--- config.mk ---
export PLATFORM = sky130hd
export DESIGN_NAME = bus_sequencer_rom_arbiter
export DESIGN_NICKNAME = d
export VERILOG_FILES = /design/src/rtl/bus_sequencer_pkg.sv /design/src/rtl/bus_sequencer_rr_picker.sv /design/src/rtl/bus_sequencer_rom_arbiter.sv
export SDC_FILE = /design/constraint.sdc
export NUM_CORES = 1
export LEC_CHECK = 0
export ABC_AREA = 1
export CAP_MARGIN = 10
export CORE_ASPECT_RATIO = 1.1
export CORE_UTILIZATION = 51
export CTS_BUF_LIST = sky130_fd_sc_hd__clkbuf_8
export DETAILED_ROUTE_END_ITERATION = 12
export PLACE_DENSITY_LB_ADDON = 0.08
export SLEW_MARGIN = 0
export SYNTH_ARGS = -nofsm -noshare
export SYNTH_HDL_FRONTEND = slang
export SYNTH_SLANG_ARGS = --single-unit
--- constraint.sdc ---
create_clock -name clk_i -period 5.2 [get_ports clk_i]
set_clock_uncertainty 0.15 [all_clocks]
set_input_delay 1.04 -clock clk_i [delete_from_list [all_inputs] [get_ports clk_i]]
set_output_delay 1.04 -clock clk_i [all_outputs]
set_load 0.05 [all_outputs]
--- src/rtl/bus_sequencer_pkg.sv ---
// +----------------------------------------------------------------------+
// | bus_sequencer_pkg : shared ROM word types and width helpers           |
// | Rev 1.0                                                               |
// +----------------------------------------------------------------------+
`default_nettype none

package bus_sequencer_pkg;

   localparam int c_ROM_ADDR_WIDTH = 8;
   localparam int c_ROM_DATA_WIDTH = 13;
   localparam int c_N_REQ_MAX      = 8;

   // Width of an index/counter able to hold 0..v-1, never narrower than 1 bit.
   function automatic int clog2_min1(input int v);
      return (v <= 2) ? 1 : $clog2(v);
   endfunction

   typedef logic [c_ROM_DATA_WIDTH-1:0]           word_ut;
   typedef logic [clog2_min1(c_N_REQ_MAX)-1:0]    req_id_t;

endpackage

`default_nettype wire

--- src/rtl/bus_sequencer_rr_picker.sv ---
// +----------------------------------------------------------------------+
// | bus_sequencer_rr_picker : rotate-priority picker, search from ptr+1   |
// | Rev 1.0                                                               |
// +----------------------------------------------------------------------+
`default_nettype none

module bus_sequencer_rr_picker
   import bus_sequencer_pkg::*;
#(
   parameter int N_REQ = 4
) (
   input  logic [N_REQ-1:0] i_req,
   input  req_id_t          i_ptr,
   output logic [N_REQ-1:0] o_gnt,
   output req_id_t          o_idx,
   output logic             o_any
);

   always_comb begin
      o_gnt = '0;
      o_idx = '0;
      o_any = 1'b0;
      // Offset k=N_REQ wraps back onto ptr itself, so the last winner is checked last.
      for (int k = 1; k <= N_REQ; k++) begin
         for (int i = 0; i < N_REQ; i++) begin
            if (!o_any && i_req[i] &&
                (((int'(i_ptr) + k) >= N_REQ) ? (int'(i_ptr) + k - N_REQ)
                                               : (int'(i_ptr) + k)) == i) begin
               o_any    = 1'b1;
               o_gnt[i] = 1'b1;
               o_idx    = req_id_t'(i);
            end
         end
      end
   end

endmodule

`default_nettype wire

--- src/rtl/bus_sequencer_rom_arbiter.sv ---
// +----------------------------------------------------------------------+
// | bus_sequencer_rom_arbiter : shares one ROM port between N readers     |
// | Rev 1.0                                                               |
// +----------------------------------------------------------------------+
`default_nettype none

module bus_sequencer_rom_arbiter
   import bus_sequencer_pkg::*;
#(
   parameter int N_REQ          = 4,
   parameter int ROM_ADDR_WIDTH = c_ROM_ADDR_WIDTH,
   parameter int ROM_DATA_WIDTH = c_ROM_DATA_WIDTH,
   parameter int ROM_LATENCY    = 1,
   parameter int MAX_BURST      = 4
) (
   input  logic                          clk_i,
   input  logic                          nrst_i,
   input  logic                          en_i,
   input  logic [N_REQ-1:0]              req_i,
   input  logic [N_REQ*ROM_ADDR_WIDTH-1:0] addr_i,
   output logic [N_REQ-1:0]              gnt_o,
   output logic [N_REQ-1:0]              rvalid_o,
   output logic [ROM_DATA_WIDTH-1:0]     rdata_o,
   output logic                          rom_rden_o,
   output logic [ROM_ADDR_WIDTH-1:0]     rom_addr_o,
   input  logic [ROM_DATA_WIDTH-1:0]     rom_data_i
);

   localparam int                   c_BURST_W = clog2_min1(MAX_BURST);
   localparam logic [c_BURST_W-1:0] c_BURST_LIM = c_BURST_W'(MAX_BURST - 1);
   localparam int                   c_PIPE_D  = ROM_LATENCY + 1;

   req_id_t                     r_ptr;
   logic [N_REQ-1:0]            r_last_oh;
   logic [c_BURST_W-1:0]        r_burst;
   logic                        r_rden;
   logic [ROM_ADDR_WIDTH-1:0]   r_addr;
   logic [N_REQ-1:0]            r_pipe [c_PIPE_D];
   logic [N_REQ-1:0]            r_rvalid;
   logic [ROM_DATA_WIDTH-1:0]   r_rdata;

   logic [N_REQ-1:0]            w_pick_oh;
   req_id_t                     w_pick_idx;
   logic                        w_pick_any;
   logic                        w_stick;
   logic                        w_grant;
   logic [N_REQ-1:0]            w_gnt;
   logic [ROM_ADDR_WIDTH-1:0]   w_addr_sel;

   bus_sequencer_rr_picker #(
      .N_REQ (N_REQ)
   ) u_picker (
      .i_req (req_i),
      .i_ptr (r_ptr),
      .o_gnt (w_pick_oh),
      .o_idx (w_pick_idx),
      .o_any (w_pick_any)
   );

   // r_last_oh is zero after reset, so the first grant always goes through rotation.
   assign w_stick = (|(req_i & r_last_oh)) && (r_burst != c_BURST_LIM);
   assign w_grant = nrst_i && en_i && w_pick_any;
   assign w_gnt   = w_grant ? (w_stick ? r_last_oh : w_pick_oh) : '0;
   assign gnt_o   = w_gnt;

   always_comb begin
      w_addr_sel = '0;
      for (int i = 0; i < N_REQ; i++) begin
         if (w_gnt[i]) begin
            w_addr_sel = addr_i[i*ROM_ADDR_WIDTH +: ROM_ADDR_WIDTH];
         end
      end
   end

   // Owner pipe holds the one-hot id; a non-zero entry doubles as its valid bit.
   always_ff @(posedge clk_i or negedge nrst_i) begin
      if (!nrst_i) begin
         r_ptr     <= req_id_t'(N_REQ - 1);
         r_last_oh <= '0;
         r_burst   <= '0;
         r_rden    <= 1'b0;
         r_addr    <= '0;
         for (int k = 0; k < c_PIPE_D; k++) begin
            r_pipe[k] <= '0;
         end
         r_rvalid  <= '0;
         r_rdata   <= '0;
      end else begin
         r_rden <= w_grant;
         if (w_grant) begin
            r_addr    <= w_addr_sel;
            r_last_oh <= w_gnt;
            if (w_stick) begin
               r_burst <= r_burst + c_BURST_W'(1);
            end else begin
               r_burst <= '0;
               r_ptr   <= w_pick_idx;
            end
         end
         r_pipe[0] <= w_gnt;
         for (int k = 1; k < c_PIPE_D; k++) begin
            r_pipe[k] <= r_pipe[k-1];
         end
         r_rvalid <= r_pipe[c_PIPE_D-1];
         if (|r_pipe[c_PIPE_D-1]) begin
            r_rdata <= rom_data_i;
         end
      end
   end

   assign rvalid_o   = r_rvalid;
   assign rdata_o    = r_rdata;
   assign rom_rden_o = r_rden;
   assign rom_addr_o = r_addr;

endmodule

`default_nettype wire
## Word level (Yosys, flattened, before mapping)

Index checks and enable logic that the tools add are counted.

| word-level totals | value |
|---|---|
| bits in writable memories | 0 |
| flip-flop bits (word level) | 43 |
| memories | 0 |
| word-level logic and storage cells | 150 |
| bits in read-only memories | 0 |
| bits in latches | 0 |

| cells by class | value |
|---|---|
| $add $sub $neg | 9 |
| reduce and logical (&&, ||, !) cells | 56 |
| divide/modulo/power cells | 0 |
| bitwise gates (word level) | 2 |
| $mul | 0 |
| equal/unequal tests | 13 |
| shift-type cells | 0 |
| multiplexer cells | 57 |
| $lt $le $gt $ge | 4 |

Operator list:

| cell | number |
|---|---|
| == test 32 x 3 -> 1 bit (second input constant) | 8 |
| == test 32 x 2 -> 1 bit (second input constant) | 4 |
| >= comparator 32 x 4 -> 1 bit (second input constant) | 4 |
| logical NOT 32 bit | 4 |
| 2-to-1 mux 32 bit | 4 |
| subtractor 32 x 4 -> 32 bit (second input constant) | 4 |
| logical AND 1 bit | 34 |
| 2-to-1 mux 1 bit | 32 |
| 2-to-1 mux 8 bit | 4 |
| 2-to-1 mux 2 bit | 15 |
| logical NOT 1 bit | 15 |
| adder 3 x 2 -> 4 bit (second input constant) | 2 |
| 2-to-1 mux 4 bit | 2 |
| OR reduction 4 bit | 2 |
| adder 3 x 1 -> 4 bit (second input constant) | 1 |
| adder 3 x 3 -> 4 bit (second input constant) | 1 |
| bitwise AND 4 bit | 1 |
| adder 2 x 1 -> 2 bit (second input constant) | 1 |
| inequality test 2 bit (second input constant) | 1 |
| AND reduction 2 bit | 1 |
| NOT 1 bit | 1 |

## Longest topological paths before layout

Gate-level depths: netlist of the first run.

| depth | value |
|---|---|
| word-level depth | 72 |
| gate-level depth with buffers | 20 |
| gate-level depth less buffers | 19 |

## By module

From an unflattened synthesis of the first run, not the netlist that was laid out.

| unflattened totals | value |
|---|---|
| cells, all modules | 289 |
| area, all modules | 2,373.5 um^2 |

Modules (own cells, without submodules):

| module | cells an instance | area each (um^2) | instances |
|---|---|---|---|
| bus_sequencer_rom_arbiter | 205 | 1,920.6 | 1 |
| bus_sequencer_rr_picker | 84 | 452.9 | 1 |

## Least setup slack after synthesis of the first run

OpenSTA, ideal clock, no wires.

| path | value |
|---|---|
| path type | input -> output |
| from | input req_i[0] |
| to | output gnt_o[2] |
| stages on the path | 11 |
| path slack | 1,345 ps |
| data arrival time | 2,665 ps |
| path buffers | 0 |
| data required time | 4,010 ps |
| cell sequence | nand3_1 nand3_4 nor2_2 nand4_2 nor2_4 nand4_4 nor2_2 nand4_1 a21oi_4 nand2_4 inv_1 |

| between the ends | value |
|---|---|
| longest elaborated chain between the ends | 64 |
| elaborated cells on any way between the ends | 72 |
| classes of those cells | mux (22); bitwise (1); reduce/logical (49) |

RTL lines:

| item | RTL line | RTL |
|---|---|---|
| start: declaration | bus_sequencer_rom_arbiter.sv:19 | `input logic [N_REQ-1:0] req_i,` |
| logical AND 1 bit | bus_sequencer_rr_picker.sv:26 | `if (!o_any && i_req[i] &&` |
| 2-to-1 mux 1 bit | bus_sequencer_rr_picker.sv:26 |  |
| logical NOT 1 bit | bus_sequencer_rr_picker.sv:26 |  |
| logical AND 1 bit (2 in a row) | bus_sequencer_rr_picker.sv:26 |  |
| 2-to-1 mux 1 bit | bus_sequencer_rr_picker.sv:26 |  |
| logical NOT 1 bit | bus_sequencer_rr_picker.sv:26 |  |
| logical AND 1 bit (2 in a row) | bus_sequencer_rr_picker.sv:26 |  |
| 2-to-1 mux 1 bit | bus_sequencer_rr_picker.sv:26 |  |
| [... 44 more ...] | -- |  |
| logical NOT 1 bit | bus_sequencer_rr_picker.sv:26 |  |
| logical AND 1 bit (2 in a row) | bus_sequencer_rr_picker.sv:26 |  |
| 2-to-1 mux 1 bit | bus_sequencer_rr_picker.sv:26 |  |
| logical NOT 1 bit | bus_sequencer_rr_picker.sv:26 |  |
| logical AND 1 bit (2 in a row) | bus_sequencer_rr_picker.sv:26 |  |
| 2-to-1 mux 1 bit | bus_sequencer_rr_picker.sv:26 |  |
| logical AND 1 bit | bus_sequencer_rom_arbiter.sv:62 | `assign w_grant = nrst_i && en_i && w_pick_any;` |
| 2-to-1 mux 4 bit * | bus_sequencer_rom_arbiter.sv:63 | `assign w_gnt = w_grant ? (w_stick ? r_last_oh : w_pick_oh) : '0;` |
| end: declaration | bus_sequencer_rom_arbiter.sv:21 | `output logic [N_REQ-1:0] gnt_o,` |

Mark *: on every way between the ends. The rest lies on a longest branch, timed or not.

## Worst setup path in the final report of the first run

| path | value |
|---|---|
| from | input req_i[3] |
| to | output gnt_o[1] |

| between the ends | value |
|---|---|
| longest elaborated chain between the ends | 53 |
| elaborated cells on any way between the ends | 60 |
| classes of those cells | mux (18); bitwise (1); reduce/logical (41) |

RTL lines:

| item | RTL line |
|---|---|
| logical AND 1 bit (2 in a row) | bus_sequencer_rr_picker.sv:26 |
| 2-to-1 mux 1 bit | bus_sequencer_rr_picker.sv:26 |
| logical NOT 1 bit | bus_sequencer_rr_picker.sv:26 |
| logical AND 1 bit (2 in a row) | bus_sequencer_rr_picker.sv:26 |
| 2-to-1 mux 1 bit | bus_sequencer_rr_picker.sv:26 |
| logical NOT 1 bit | bus_sequencer_rr_picker.sv:26 |
| logical AND 1 bit (2 in a row) | bus_sequencer_rr_picker.sv:26 |
| 2-to-1 mux 1 bit | bus_sequencer_rr_picker.sv:26 |
| [... 32 more ...] | -- |
| logical NOT 1 bit | bus_sequencer_rr_picker.sv:26 |
| logical AND 1 bit (2 in a row) | bus_sequencer_rr_picker.sv:26 |
| 2-to-1 mux 1 bit | bus_sequencer_rr_picker.sv:26 |
| logical NOT 1 bit | bus_sequencer_rr_picker.sv:26 |
| logical AND 1 bit (2 in a row) | bus_sequencer_rr_picker.sv:26 |
| 2-to-1 mux 1 bit | bus_sequencer_rr_picker.sv:26 |
| logical AND 1 bit | bus_sequencer_rom_arbiter.sv:62 |
| 2-to-1 mux 4 bit * | bus_sequencer_rom_arbiter.sv:63 |

Marked as above.

==> flow_summary.rst, run 1 <==
.. list-table::
   :header-rows: 1

   * - Metric
     - Value
   * - Result of the run
     - finished, final reports clean
   * - Chip height
     - approximately 74 um
   * - Number of flops mapped to enable cells by yosys
     - 0
   * - Sequential element share of the synthesized area
     - 0.443
   * - Grt ovf
     - 0
   * - Largest net degree at the start of global routing
     - 43
   * - Count leader, synth
     - nand2_1
   * - Critical path type
     - in -> out
   * - Count of nets after finishing
     - roughly 420
   * - DRT iter0 DRCs
     - 181
   * - Logic depth of the worst register-to-register path
     - 16
   * - CTS Hold Buffers Added
     - 0
   * - Hold Path Cell Cnt
     - 0
   * - Power per Cell Area
     - 633 mW/mm2
   * - Inserted Clock Buffers
     - 5
   * - Antenna violations before repair
     - 0
   * - Post-synthesis cell area
     - ~0.0024 mm2
   * - Pwr Total
     - around 2.1 mW
   * - DIE WIDTH
     - around 67 um
   * - Crit path setup slack, layout
     - approximately 0.60 ns
   * - Overall Global Routing Usage
     - 0.253
   * - Area added between synthesis and finish
     - 42.2%
   * - Post-DP HPWL
     - approximately 4500 um
   * - Crit share post-route
     - 0.884
   * - CTS resizes
     - 0
   * - Top post-synthesis cells by count
     - nand2_1 (65), dfrtp_1 (40), inv_1 (38)
   * - Mapped Avg Cell Area
     - 8.38 um2
   * - Area contributors post-synth
     - dfrtp_1 (42%), nand2_1 (10%), nand3_1 (7.2%)
   * - Post-Synthesis Net Count
     - approximately 340
   * - Library cell with the largest summed area after synthesis
     - dfrtp_1
   * - Buffer type at the clock tree root
     - clkbuf_8
   * - Core area
     - 0.00438 mm2
   * - DRC violation count after routing
     - 0
   * - Max rail drop VDD
     - 0.000492 V
   * - Number of unique standard cell types used by synthesis
     - 36
   * - Flip-flop and latch count after synthesis
     - 42
   * - Number of routed nets with antenna violations
     - 0
   * - Sort of element at the end of the critical path
     - primary output
   * - Pre-CTS setup slack
     - between 0.6 and 0.7 ns
   * - Final setup violation count
     - 0
   * - Slew of the pin with the lowest slew margin
     - approximately 0.56 ns
   * - Die Area
     - 0.00494 mm2
   * - Number of filler instances in the final layout
     - 298
   * - Number of detailed-route iterations in the first pass
     - 4
   * - Post-CTS repair timing setup buffer count
     - 0
   * - Final estimated routing congestion in global placement
     - ~0.90
   * - Max transition margin
     - 0.623
   * - Worst setup SP type
     - input pin
   * - Type of the most critical hold path
     - reg -> reg
   * - Achievable frequency
     - 217 MHz
   * - Vias per inst
     - 5.26
   * - ANT cells
     - 0
   * - Final WL
     - approximately 5900 um
   * - Number of standard cells after synthesis
     - ~280
   * - Clock latency on the worst-skew pair
     - between 0.2 and 0.3 ns
   * - Number of sinks handled by clock tree synthesis
     - 42
   * - Ys flop type
     - dfrtp_1
   * - Final Hold Vio Count
     - 0
   * - Vias
     - between 2000 and 2500
   * - Crit path DAT
     - 3.41 ns
   * - Unrepaired setup endpoints after global routing
     - false
   * - Port-buffer cells
     - a little over 80
   * - Level count of the clock H-tree
     - 2
   * - Starting utilization of the core area
     - 0.543
   * - Leak pwr
     - 1.64 nW
   * - Number of placement rows
     - 25
   * - Via count of the first global-routing pass
     - between 2000 and 2500
   * - Setup TNS after final layout
     - 0 ns
   * - Number of max-capacitance violations reported
     - 0
   * - Final core utilization
     - 0.772
   * - Max FO, Critical Path
     - 10
   * - Wirelength per Cell
     - 13.9 um
   * - # IOs
     - 82
   * - Layout cell share with drive strength beyond 1
     - 0.159
   * - Number of buffers on the longest clock path
     - 2
   * - Clock slew at the register clock pins of the worst setup and hold paths
     - roughly 0.08 ns
   * - Hold Worst Slack
     - 0.202 ns
   * - TritonCTS clock tree
     - done
   * - Share of synthesized registers carrying an async set or reset
     - 1.00
   * - Syn. warnings
     - 0
   * - Req. time, crit path
     - approximately 4 ns
   * - Global-route wire length before repair
     - a little over 9000 um
   * - Final Max Slew Viols
     - 0
   * - Post-route minimum period
     - between 4 and 5 ns
   * - Area share of the largest cell type after synthesis
     - 0.421
-- cells by family (layout without fill, tap and decap cells) --
group | after synthesis | after routing | synth area share
AND/OR/NAND/NOR | 160 | 160 | 0.350
buffers and inverters | 52 | 138 | 0.0905
adder cells (fa/ha/maj) | 1 | 1 | 0.00526
multiplexers | 13 | 13 | 0.0615
flip-flops | 42 | 42 | 0.443
AO/OA/AOI/OAI | 16 | 16 | 0.0495
-- critical path: stages --
cell,delay [ns]
clkdlybuf4s50_1,0.46
inv_1,0.20
nor2_2,0.11
nor3_2,0.26
nand4_1,0.16
nor2_1,0.15
nand3_1,0.11
nand3_1,0.11
inv_2,0.06
a21oi_4,0.30
nand2_4,0.14
inv_1,0.14
buf_12,0.15
-- layer usage --
metal | share of wire | global-route usage
met1 | 0.40 | 0.291
met2 | 0.52 | 0.449
met4 | 0.018 | 0.0946
met5 | 0 | 0
met3 | 0.060 | 0.0590
-- where the power goes --
part	internal (mW)	switching [mW]	total (mW)	leakage, nW
sequential	0.471	0.0851	0.556	0.513
combinational	0.479	0.849	1.33	1.07
clock	0.141	0.115	0.256	0.0556
-- cell type report --
class | instances | area (um2) | share of cell area
Timing Repair Buffer | 84 | 868 | 0.257
Tap cell | 54 | 67.6 | 0.0200
Multi-Input combinational cell | 190 | 1110 | 0.328
Clock buffer | 5 | 68.8 | 0.0203
Inverter | 46 | 173 | 0.0511
Clock inverter | 3 | 41.3 | 0.0122
Sequential cell | 42 | 1050 | 0.312
-- layout by cell type (no fill, tap or decap), types with 2 or more instances in the layout --
| cell type | count |
|---|---|
| a21oi_1 | 2 |
| a21oi_4 | 2 |
| buf_12 | 4 |
| buf_4 | 3 |
| clkbuf_8 | 5 |
| clkdlybuf4s50_1 | 76 |
| dfrtp_1 | 40 |
| dfstp_2 | 2 |
| inv_1 | 39 |
| inv_2 | 8 |
| mux2_2 | 13 |
| nand2_1 | 65 |
| nand2_4 | 2 |
| nand3_1 | 34 |
| nand3_4 | 2 |
| nand4_1 | 17 |
| nor2_1 | 15 |
| nor2_2 | 7 |
| nor3_1 | 2 |
| o21ai_0 | 6 |
| or2_1 | 8 |
-- registers in the layout, summed over array words and instances (netlist names) --
name	cells
r_last_oh	4
r_pipe	8
rvalid_o	4
rdata_o	13
rom_addr_o	8
rom_rden_o	1
r_burst	2
r_ptr	2
-- metrics by stage --
step           instances  cell area [um2]
2_1_floorplan        284             2380
3_3_place_gp         416             3270
3_5_place_dp         416             3270
4_1_cts              424             3380
5_1_grt              424             3380
6_report             424             3380
-- final timing paths --
kind | startpoint | endpoint | slack [ns]
setup / recovery | req_i[3] | gnt_o[1] | 0.60
hold / removal | r_pipe[6] | r_pipe[2] | 0.20
setup reg to reg | r_ptr[0] | rom_addr_o[0] | 2.40
hold reg to reg | r_pipe[6] | r_pipe[2] | 0.20
max in group asynchronous | nrst_i | r_ptr[1] | 3.84
min in group asynchronous | nrst_i | rdata_o[10] | 0.70
(Power assumes the default switching activity.)
==> run 2, diff against run 1 <==
ABC_CLOCK_PERIOD_IN_PS = 5200   (was unset)
CTS_CLUSTER_DIAMETER = 200   (was unset)
==> results of run 2 <==
No change in the layout: final DEF, timing and power equal those of run 1.
==> run 3, diff against run 2 <==
CORE_MARGIN = 5   (was unset)
==> run 3 against run 2 <==
  * Largest cell class unchanged
  * Worst setup slack got worse by 0.092 ns
  * Cell area decreased by 0.63%
  * Highest routed layer unchanged
  * First-iteration DRC count increased by 26%
  * Critical path type unchanged
  * Sequential power decreased by 0.9%
==> flow_summary.rst, run 3 (synthesis results as in run 1) <==
.. list-table::
   :header-rows: 1

   * - Metric
     - Value
   * - Largest net degree at the start of global routing
     - 43 (unchanged)
   * - Worst setup SP type
     - input pin
   * - TritonCTS clock tree
     - done
   * - Buffer type at the clock tree root
     - clkbuf_8
   * - Slew of the pin with the lowest slew margin
     - 0.553 ns (-0.0115 ns)
   * - Crit path setup slack, layout
     - 0.509 ns (-0.0917 ns)
   * - Overall Global Routing Usage
     - 0.206 (-0.0467)
   * - Hold Worst Slack
     - 0.205 ns (+0.00235 ns)
   * - Req. time, crit path
     - 4.01 ns (about the same)
   * - Pwr Total
     - 2.08 mW (-2.7%)
   * - Worst setup slack for register-to-register paths
     - 2.38 ns (-0.02 ns)
   * - Layout cell share with drive strength beyond 1
     - 0.159 (unchanged)
   * - Max transition margin
     - 0.630 (+0.00766)
   * - Area taken by multi-input logic gates
     - 0.00111 mm2 (unchanged)
   * - Number of max-capacitance violations reported
     - 0 (unchanged)
   * - Leak pwr
     - 1.63 nW (-0.38%)
   * - Final core utilization
     - 0.733 (-0.0396)
   * - Internal power summed over all cells
     - 1.04 mW (-4.5%)
   * - Inserted Clock Buffers
     - 5 (unchanged)
   * - DRC violation count after routing
     - 0 (unchanged)
   * - Max FO, Critical Path
     - 10 (unchanged)
   * - Wirelength per Cell
     - 14.1 um (+1.3%)
   * - Max rail drop VDD
     - 0.000376 V (-24%)
   * - Placed cell areas
     - 0.00327 mm2 (about the same)
   * - Most frequent cells in the layout
     - clkdlybuf4s50_1 (76), nand2_1 (65), dfrtp_1 (40), inv_1 (39), nand3_1 (34)
   * - Chip height
     - 81.6 um (+11%)
   * - CTS Hold Buffers Added
     - 0 (unchanged)
   * - Setup TNS after final layout
     - 0 ns (unchanged)
   * - CTS resizes
     - 0 (unchanged)
   * - # IOs
     - 82 (unchanged)
   * - Via count of the first global-routing pass
     - 2270 (+7.3%)
   * - Grt ovf
     - 0 (unchanged)
   * - Final WL
     - 5990 um (+1.8%)
   * - Result of the run
     - finished, final reports clean
   * - Final instance count without filler cells
     - 426 (+0.47%)
   * - Critical path type
     - in -> out
   * - Ordered cell list for the critical path
     - clkdlybuf4s50_1, inv_1, nor2_1, nor3_2, nand4_1, nor2_1, nand3_1, nand4_1, inv_1, a21oi_4, nand2_4, inv_1, buf_12
   * - Sort of element at the end of the critical path
     - primary output
   * - Vias per inst
     - 5.27 (+0.20%)
   * - Final standard cell area without fillers
     - 0.00336 mm2 (-0.63%)
   * - Unrepaired setup endpoints after global routing
     - false
   * - Crit path DAT
     - 3.50 ns (+0.09 ns)
   * - Crit path max-delay family
     - buffers and inverters
   * - Achievable frequency
     - 213 MHz (-2.0%)
   * - ANT cells
     - 0 (unchanged)
   * - Clock latency on the worst-skew pair
     - 0.28 ns (about the same)
   * - Clock slew at the register clock pins of the worst setup and hold paths
     - 0.08 ns (about the same)
   * - Sequential share of power
     - 0.265 (+0.005)
   * - Antenna violations before repair
     - 0 (unchanged)
   * - Met3 WL
     - 536 um (+53%)
   * - Area added between synthesis and finish
     - 41.3%
   * - Level count of the clock H-tree
     - 2 (unchanged)
   * - Starting utilization of the core area
     - 0.519 (-0.0246)
   * - Fraction of power spent switching nets
     - 0.500 (+0.00948)
   * - Final Max Slew Viols
     - 0 (unchanged)
   * - Number of flip-flops under the largest register name
     - 13 (unchanged)
   * - Number of detailed-route iterations in the first pass
     - 5 (+1)
   * - Number of placement rows
     - 26 (+4.0%)
   * - Number of buffers on the longest clock path
     - 2 (unchanged)
   * - Length of routed met2 wiring
     - 3100 um (+0.88%)
   * - Final Hold Vio Count
     - 0 (unchanged)
   * - Register area
     - 0.00105 mm2 (unchanged)
   * - Crit share post-route
     - 0.902 (+0.0176)
   * - Type of the most critical hold path
     - reg -> reg
   * - DRT iter0 DRCs
     - 228 (+26%)
   * - Post-route minimum period
     - 4.69 ns (+0.0917 ns)
   * - Post-DP HPWL
     - 4660 um (+3.4%)
   * - Core area
     - 0.00459 mm2 (+4.7%)
   * - DIE WIDTH
     - 75.1 um (+12%)
   * - Most common library cell in the layout ignoring fill and taps
     - clkdlybuf4s50_1
   * - Pre-CTS setup slack
     - 0.577 ns (-0.0579 ns)
   * - Met1 Routed Length
     - 2240 um (-5.1%)
   * - Post-CTS repair timing setup buffer count
     - 0 (unchanged)
   * - Slowest cell on crit path
     - clkdlybuf4s50_1
   * - Count of nets after finishing
     - 422 (unchanged)
   * - Critical path's most frequent cell
     - inv_1
   * - Final estimated routing congestion in global placement
     - 0.929 (+3.5%)
   * - Part of the total power dissipated in the clock network
     - 0.098 (-0.022)
   * - Number of sinks handled by clock tree synthesis
     - 42 (unchanged)
   * - Global-route wire length before repair
     - 9830 um (+6.3%)
   * - Top layer reached by signal wires
     - met4
   * - Net load switching power
     - 1.04 mW (-0.79%)
   * - Die Area
     - 0.00613 mm2 (+24%)
   * - Vias
     - 2247 (+0.67%)
   * - Port-buffer cells
     - 81 (unchanged)
   * - Crit-path max cell delay
     - 0.51 ns (+0.05 ns)
   * - Number of routed nets with antenna violations
     - 0 (unchanged)
   * - Power per Cell Area
     - 620 mW/mm2 (-2.1%)
   * - Part of the total power dissipated in combinational logic
     - 0.638 (+0.018)
   * - CP Buf/Inv Count
     - 5 (unchanged)
   * - Placed instance count
     - 418 (+0.48%)
   * - Final setup violation count
     - 0 (unchanged)
   * - Number of filler instances in the final layout
     - 345 (+16%)
## run 3: metal layers
layer / up-vias / track usage
li1: 1096 / -
met1: 1039 / 0.238
met2: 96 / 0.364
met3: 16 / 0.0514
met4: 0 / 0.0765
met5: - / 0
## run 3: path summary, 6_finish.rpt
path | from | cells past startpoint | to
hold / removal | r_pipe[5] | 0 | r_pipe[1]
setup reg to reg | r_ptr[0] | 14 | rom_addr_o[4]
hold reg to reg | r_pipe[5] | 0 | r_pipe[1]
max in group asynchronous | nrst_i | 2 | r_ptr[0]
min in group asynchronous | nrst_i | 2 | rom_addr_o[3]
setup / recovery | req_i[0] | 13 | gnt_o[2]
## run 3: worst reg2reg max path, cell delays in order (launching register included)
cell and delay [ns]:
dfstp_2 0.66, nor2_2 0.10, nand2_2 0.09, nand3_4 0.08
nor2_2 0.09, nand4_2 0.13, nor2_4 0.14, nand4_4 0.10
nor3_4 0.16, nand4_1 0.16, nand2_1 0.12, nand3_2 0.29
or2_1 0.33, nand2_1 0.07, nand2_1 0.05
## run 3: final cells by class
type                            count  share of cell area
Clock buffer                        5              0.0205
Clock inverter                      3             0.00521
Inverter                           46              0.0514
Multi-Input combinational cell    190               0.330
Sequential cell                    42               0.313
Tap cell                           56              0.0208
Timing Repair Buffer               84               0.258
## run 3: power by group through the flow
| stage | logic [mW] | registers (mW) | clock network [mW] |
|---|---|---|---|
| after floorplan | 0.622 | 0.864 | 0 |
| after global placement | 1.31 | 0.549 | 0 |
| after detailed placement | 1.33 | 0.555 | 0 |
| after CTS | 1.33 | 0.551 | 0.209 |
| after global routing | 1.42 | 0.569 | 0.224 |
| final | 1.33 | 0.551 | 0.203 |
==> RTL change 1 (flow settings as in run 1) <==
Make the reset (`nrst_i`) synchronous in one clocked block.
--- a/src/rtl/bus_sequencer_rom_arbiter.sv
+++ b/src/rtl/bus_sequencer_rom_arbiter.sv
@@ -73,7 +73,7 @@
    end
 
    // Owner pipe holds the one-hot id; a non-zero entry doubles as its valid bit.
-   always_ff @(posedge clk_i or negedge nrst_i) begin
+   always_ff @(posedge clk_i) begin
       if (!nrst_i) begin
          r_ptr     <= req_id_t'(N_REQ - 1);
          r_last_oh <= '0;
Check against the original RTL: differs if nrst_i is asserted again (counterexample within 4 cycles, from zero or initial values and one cycle with nrst_i low); with nrst_i held inactive, the same outputs for 4 cycles.
==> RTL change 1 against run 1 <==
Synthesized area shrank 3.4%. Count of clock-buffer cells in the layout did not move. Register-to-register slack worse by 0.09 ns. Wire length increased by 3.3%. Worst setup slack lost 0.15 ns. Die area fell by 3.3%. Design area fell by 1.7%. Sequential cell count did not move. Global-route usage grew 1.9 points. Cell count is 12% higher. Non-clock buffer count rose by 2. Maximum frequency down 3.1%.
Power is not compared: it rests on default switching activity, and its combinational part moved more than twofold at a synthesized area within 25%.
==> RTL change 1: results (changes against run 1) <==
Worst hold path
  – End of the worst hold path: r_pipe[0][5]$_SDFF_PN0_
  – HP Class: flop to flop
  – Worst hold path depth: 2 (+2)
  – Worst Hold Launch: r_pipe[0][1]$_SDFF_PN0_

Yosys
  – Synth Area in Compound Gates: 0.0778 (+0.0284)
  – Synth top area cells: dfxtp_1, nand2_1, inv_1
  – Top FF cell, synth: dfxtp_1
  – Syn Nets: 391 (+16%)
  – Adder-Cell Fraction of Synth Area: 0.00544 (+0.000183)
  – Count of yosys warnings during synthesis: 0 (unchanged)
  – Post-synth top cells: nand2_1, inv_1, nor2_1
  – Unique cell type count in the Yosys netlist: 32 (-11%)
  – Number of synthesized flops with an enable pin: 0 (unchanged)
  – Register area share after synthesis: 0.366 (-0.0771)
  – FFs w/ async S/R, synth: 0 (-1.00)
  – Mux share of post-synthesis cell area: 0 (-0.0615)

Setup path
  – Worst EP arrival: 3.56 ns (+0.15 ns)
  – CP max FO: 23 (+13)
  – FF-to-FF path depth: 17 (+1)
  – FF-to-FF setup slack: 2.31 ns (-0.09 ns)
  – FF-to-FF Start: r_ptr[1]$_SDFFE_PN1P_
  – R2r endpoint: rom_addr_o[3]$_SDFFE_PN0P_

Final layout
  – Nets: 474 (+12%)
  – Share of cells above drive strength 1: 0.140 (-0.0196)
  – Max reg flops: 13 (unchanged)
  – Fill cell count: 320 (+7.4%)

Placement
  – Routability cong.: 0.892 (-0.65%)
  – Final HPWL DP: 4.47 mm (-0.98%)

Drt
  – Vias per inst: 5.11 (-2.9%)
  – Initial DRC count: 170 (-6.1%)
  – DR WL/cell: 12.8 um (-7.9%)
  – DR pass1 iterations: 5 (+1)

Global routing
  – First-pass GRT wire length: 10.0 mm (+8.3%)
  – Pin count of the biggest net entering global routing: 24 (-44%)
  – Gr usage total: 0.272 (+0.0189)
  – Vias in the first global route: 2206 (+4.3%)
  – Initial antenna violation count: 0 (unchanged)

Power and ir drop
  – Pleak: ~1.6 nW

CTS
  – TritonCTS Buffers: 5 (unchanged)
  – CTS max path bufs: 2 (unchanged)
  – Cts repair resizes: 0 (unchanged)

STA
  – Worst rel slew slack: 0.309 (-0.313)

Run status
  – Outcome: complete, no violations
RTL change 1: layer usage:
| layer | part of all wire | GRT usage | routed length (um) | vias up |
|---|---|---|---|---|
| li1 | - | - | - | 1233 |
| met1 | 0.43 | 0.356 | 2640 | 1096 |
| met2 | 0.50 | 0.457 | 3020 | 99 |
| met3 | 0.059 | 0.0487 | 358 | 5 |
| met4 | 0.010 | 0.0733 | 63 | 0 |
| met5 | 0 | 0 | 0 | - |
RTL change 1: cells by family after synthesis:
family	count (synthesis)
AND/OR/NAND/NOR	195
flip-flops	42
buffers and inverters	72
adder cells (fa/ha/maj)	1
AO/OA/AOI/OAI	28
RTL change 1: power by group through the flow:
| stage | Combinational [mW] | Sequential (mW) | Clock, mW |
|---|---|---|---|
| 3_3_place_gp | 0.606 | 0.419 | 0 |
| 2_1_floorplan | 0.249 | 0.583 | 0 |
| 4_1_cts | 0.619 | 0.416 | 0.312 |
| 6_report | 0.617 | 0.416 | 0.308 |
| 3_5_place_dp | 0.614 | 0.422 | 0 |
| 5_1_grt | 0.666 | 0.423 | 0.327 |
RTL change 1: per-stage QoR:
step | instance area [um^2] | worst slack, ns | std cells | hold slack (ns) | power, mW
floorplan | 2300 | 1.26 | 338 | 0.240 | 0.832
detailed placement | 3190 | 0.468 | 468 | 0.254 | 1.04
finish | 3330 | 0.454 | 476 | 0.271 | 1.34
CTS | 3330 | 0.456 | 476 | 0.273 | 1.35
global route | 3330 | 0.227 | 476 | 0.295 | 1.42
global placement | 3190 | 0.521 | 468 | 0.242 | 1.03
RTL change 1: worst max path at each step:
stage | from | to | slack [ns]
final | req_i[0] | gnt_o[1] | 0.45
after global routing | req_i[0] | gnt_o[1] | 0.23
after CTS | req_i[0] | gnt_o[1] | 0.46
after detailed placement | req_i[0] | gnt_o[1] | 0.47
after global placement | req_i[0] | gnt_o[1] | 0.52
after floorplan | req_i[2] | gnt_o[2] | 1.26
RTL change 1: final cells by class:
class                      count  area share
clock buffer                   5      0.0207
clock inverter                 3      0.0207
inverter                      62      0.0700
multi-input combinational    224       0.352
sequential                    42       0.253
tap                           54      0.0203
timing repair buffer          86       0.263
RTL change 1: worst max-delay path, stage by stage:
cell	delay, ns
clkdlybuf4s50_1	0.57
inv_1	0.14
nor2_1	0.18
inv_1	0.07
nand4_1	0.10
nor2_2	0.05
nand4_2	0.10
nor2_1	0.07
nand4_1	0.09
nor2_1	0.07
nor2_4	0.42
nand2_2	0.32
inv_1	0.19
buf_12	0.15
==> RTL change 2 (flow settings as in run 1) <==
Without the edit above. `MAX_BURST`: 4 -> 2.
--- a/src/rtl/bus_sequencer_rom_arbiter.sv
+++ b/src/rtl/bus_sequencer_rom_arbiter.sv
@@ -11,7 +11,7 @@
    parameter int ROM_ADDR_WIDTH = c_ROM_ADDR_WIDTH,
    parameter int ROM_DATA_WIDTH = c_ROM_DATA_WIDTH,
    parameter int ROM_LATENCY    = 1,
-   parameter int MAX_BURST      = 4
+   parameter int MAX_BURST      = 2
 ) (
    input  logic                          clk_i,
    input  logic                          nrst_i,
Check against the original RTL: not equivalent (Yosys sat finds a counterexample within 4 cycles, from zero or initial values and one cycle with nrst_i low).
==> RTL change 2 against run 1 <==
Design area decreased by 2.6%. Die area decreased by 4.1%. Total power decreased by 4.1%. Maximum frequency decreased by 3.2%. Critical endpoint is now gnt_o[2]. Synthesized area decreased by 4.2%. First-iteration DRC count decreased by 15%. Wire length increased by 3.0%. Global-route usage increased by 2.7 points. Critical path type unchanged. Worst setup slack got worse by 0.15 ns. Largest cell class unchanged. Hold slack got worse by 0.0049 ns. Sequential cell count decreased by 1.
==> RTL change 2: results (changes against run 1) <==
Run status
  – Outcome: complete, no violations

Yosys
  – Unique cell type count in the Yosys netlist: 28 (-22%)
  – Syn Nets: 334 (-0.89%)
  – Top-count cell post-synth: nand2_1
  – Count of yosys warnings during synthesis: 0 (unchanged)
  – FFs w/ async S/R, synth: 1.00 (unchanged)
  – Register area share after synthesis: 0.451 (+0.00848)
  – Post-synth top cells: nand2_1, inv_1, dfrtp_1
  – Synth top area cells: dfrtp_1, nand2_1, inv_1

CTS
  – Worst-path clk slew: 0.08 ns (about the same)
  – CTS H-tree depth: 2 (unchanged)
  – Clock root buffer: clkbuf_8
  – Cts repair resizes: 0 (unchanged)
  – CTS max path bufs: 2 (unchanged)
  – Worst-skew pair later-pin latency: around 0.3 ns
  – Post-CTS Repair Setup Buffers: 0 (unchanged)
  – TritonCTS Buffers: 5 (unchanged)

Drt
  – DR pass1 iterations: 5 (+1)
  – Vias per inst: 5.28 (+0.25%)
  – Met1 WL: 2.50 mm (+5.9%)
  – Initial DRC count: 154 (-15%)
  – Top Metal Used: met4
  – Post-DRT Antenna Nets: 0 (unchanged)
  – WL met2: 3.07 mm (-0.16%)
  – WL met3: 380 um (+8.3%)
  – DR WL/cell: 14.4 um (+3.5%)

Final layout
  – Fill cell count: 274 (-8.1%)
  – Antenna cells: 0 (unchanged)
  – Share of cells above drive strength 1: 0.130 (-0.0290)
  – Max reg flops: 13 (unchanged)
  – Nets: 419 (-0.71%)

Power and ir drop
  – Pleak: 1.63 nW (-0.62%)
  – Maximum VDD drop: 418 uV (-15%)

Setup path
  – CP max FO: 18 (+8)
  – Largest stage delay on the critical path: 0.58 ns (+0.12 ns)
  – Worst EP arrival: 3.56 ns (+0.15 ns)

Global routing
  – Pin count of the biggest net entering global routing: 42 (-2.3%)
  – First-pass GRT wire length: 10.0 mm (+8.5%)
  – Initial antenna violation count: 0 (unchanged)
  – Vias in the first global route: 2119 (+0.19%)
  – Gr usage total: 0.280 (+0.0269)

Worst hold path
  – HP Class: flop to flop

Placement
  – Port buffer count: 81 (unchanged)
  – Routability cong.: 0.862 (-4.0%)
  – Final HPWL DP: 4.26 mm (-5.5%)

Job
  – Max Cap Violations: 0 (unchanged)

STA
  – Worst rel slew slack: 0.626 (+0.00366)
## RTL change 2: cell count changes in the layout (fill, tap and decap cells not counted), sizes merged, moves of 2 or more
cell and change:
a21oi -3, nand2 +10, or2 -8, nor2 +15
nand3 -16, nand4 -4, clkinv +2, inv -3
nand3b +8
## RTL change 2: metal layers
metal,global-route usage,up-vias
li1,-,1069
met1,0.360,1023
met2,0.477,118
met3,0.0487,17
met4,0.0870,0
met5,0,-
## RTL change 2: final timing paths
kind | cells past startpoint | startpoint | endpoint | slack (ns)
worst max-delay path | 14 | req_i[0] | gnt_o[2] | 0.45
worst min register to register | 0 | r_pipe[7]$_DFF_PN0_ | r_pipe[3]$_DFF_PN0_ | 0.20
worst max register to register | 15 | r_ptr[1]$_DFFE_PN1P_ | r_ptr[1]$_DFFE_PN1P_ | 2.00
min in group asynchronous | 2 | nrst_i | r_pipe[2]$_DFF_PN0_ | 0.70
worst min-delay path | 0 | r_pipe[7]$_DFF_PN0_ | r_pipe[3]$_DFF_PN0_ | 0.20
max in group asynchronous | 2 | nrst_i | r_ptr[0]$_DFFE_PN1P_ | 3.84
## RTL change 2: cells by family (layout without fill, tap and decap cells)
group / Yosys count / after routing / share of synthesized area
AND/OR/NAND/NOR: 165 / 165 / 0.359
AO/OA/AOI/OAI: 12 / 12 / 0.0313
multiplexers: 14 / 14 / 0.0686
flip-flops: 41 / 41 / 0.451
buffers and inverters: 50 / 136 / 0.0901
## RTL change 2: power breakdown
group	internal [mW]	total (mW)	leakage, nW	switching [mW]
Combinational	0.432	1.22	1.05	0.783
Sequential	0.455	0.528	0.510	0.0729
Clock	0.193	0.310	0.0687	0.116
## RTL change 2: worst reg2reg max path, stage by stage (launching register included)
cell and delay [ns]:
dfstp_2 0.58, inv_1 0.09, nor2_1 0.18, inv_1 0.09
nor2_1 0.16, inv_1 0.07, nand4_2 0.13, nor2_4 0.06
nand4_4 0.09, nor2_1 0.07, nand4_1 0.10, nor2_2 0.05
nor2_4 0.35, inv_1 0.30, nor2_1 0.36, mux2i_1 0.28
## RTL change 2: final cells by class
type                       count  area share
clock buffer                   5      0.0209
tap                           54      0.0205
inverter                      45      0.0513
sequential                    41       0.312
clock inverter                 3      0.0209
timing repair buffer          83       0.257
multi-input combinational    191       0.317
## RTL change 2: per-stage QoR
step                      cell area, um^2  worst slack, ns  cells
after floorplan                      2280             1.30    282
final                                3300            0.447    422
after global routing                 3300            0.231    422
after detailed placement             3160            0.473    414
after global placement               3160            0.535    414
after CTS                            3300            0.449    422
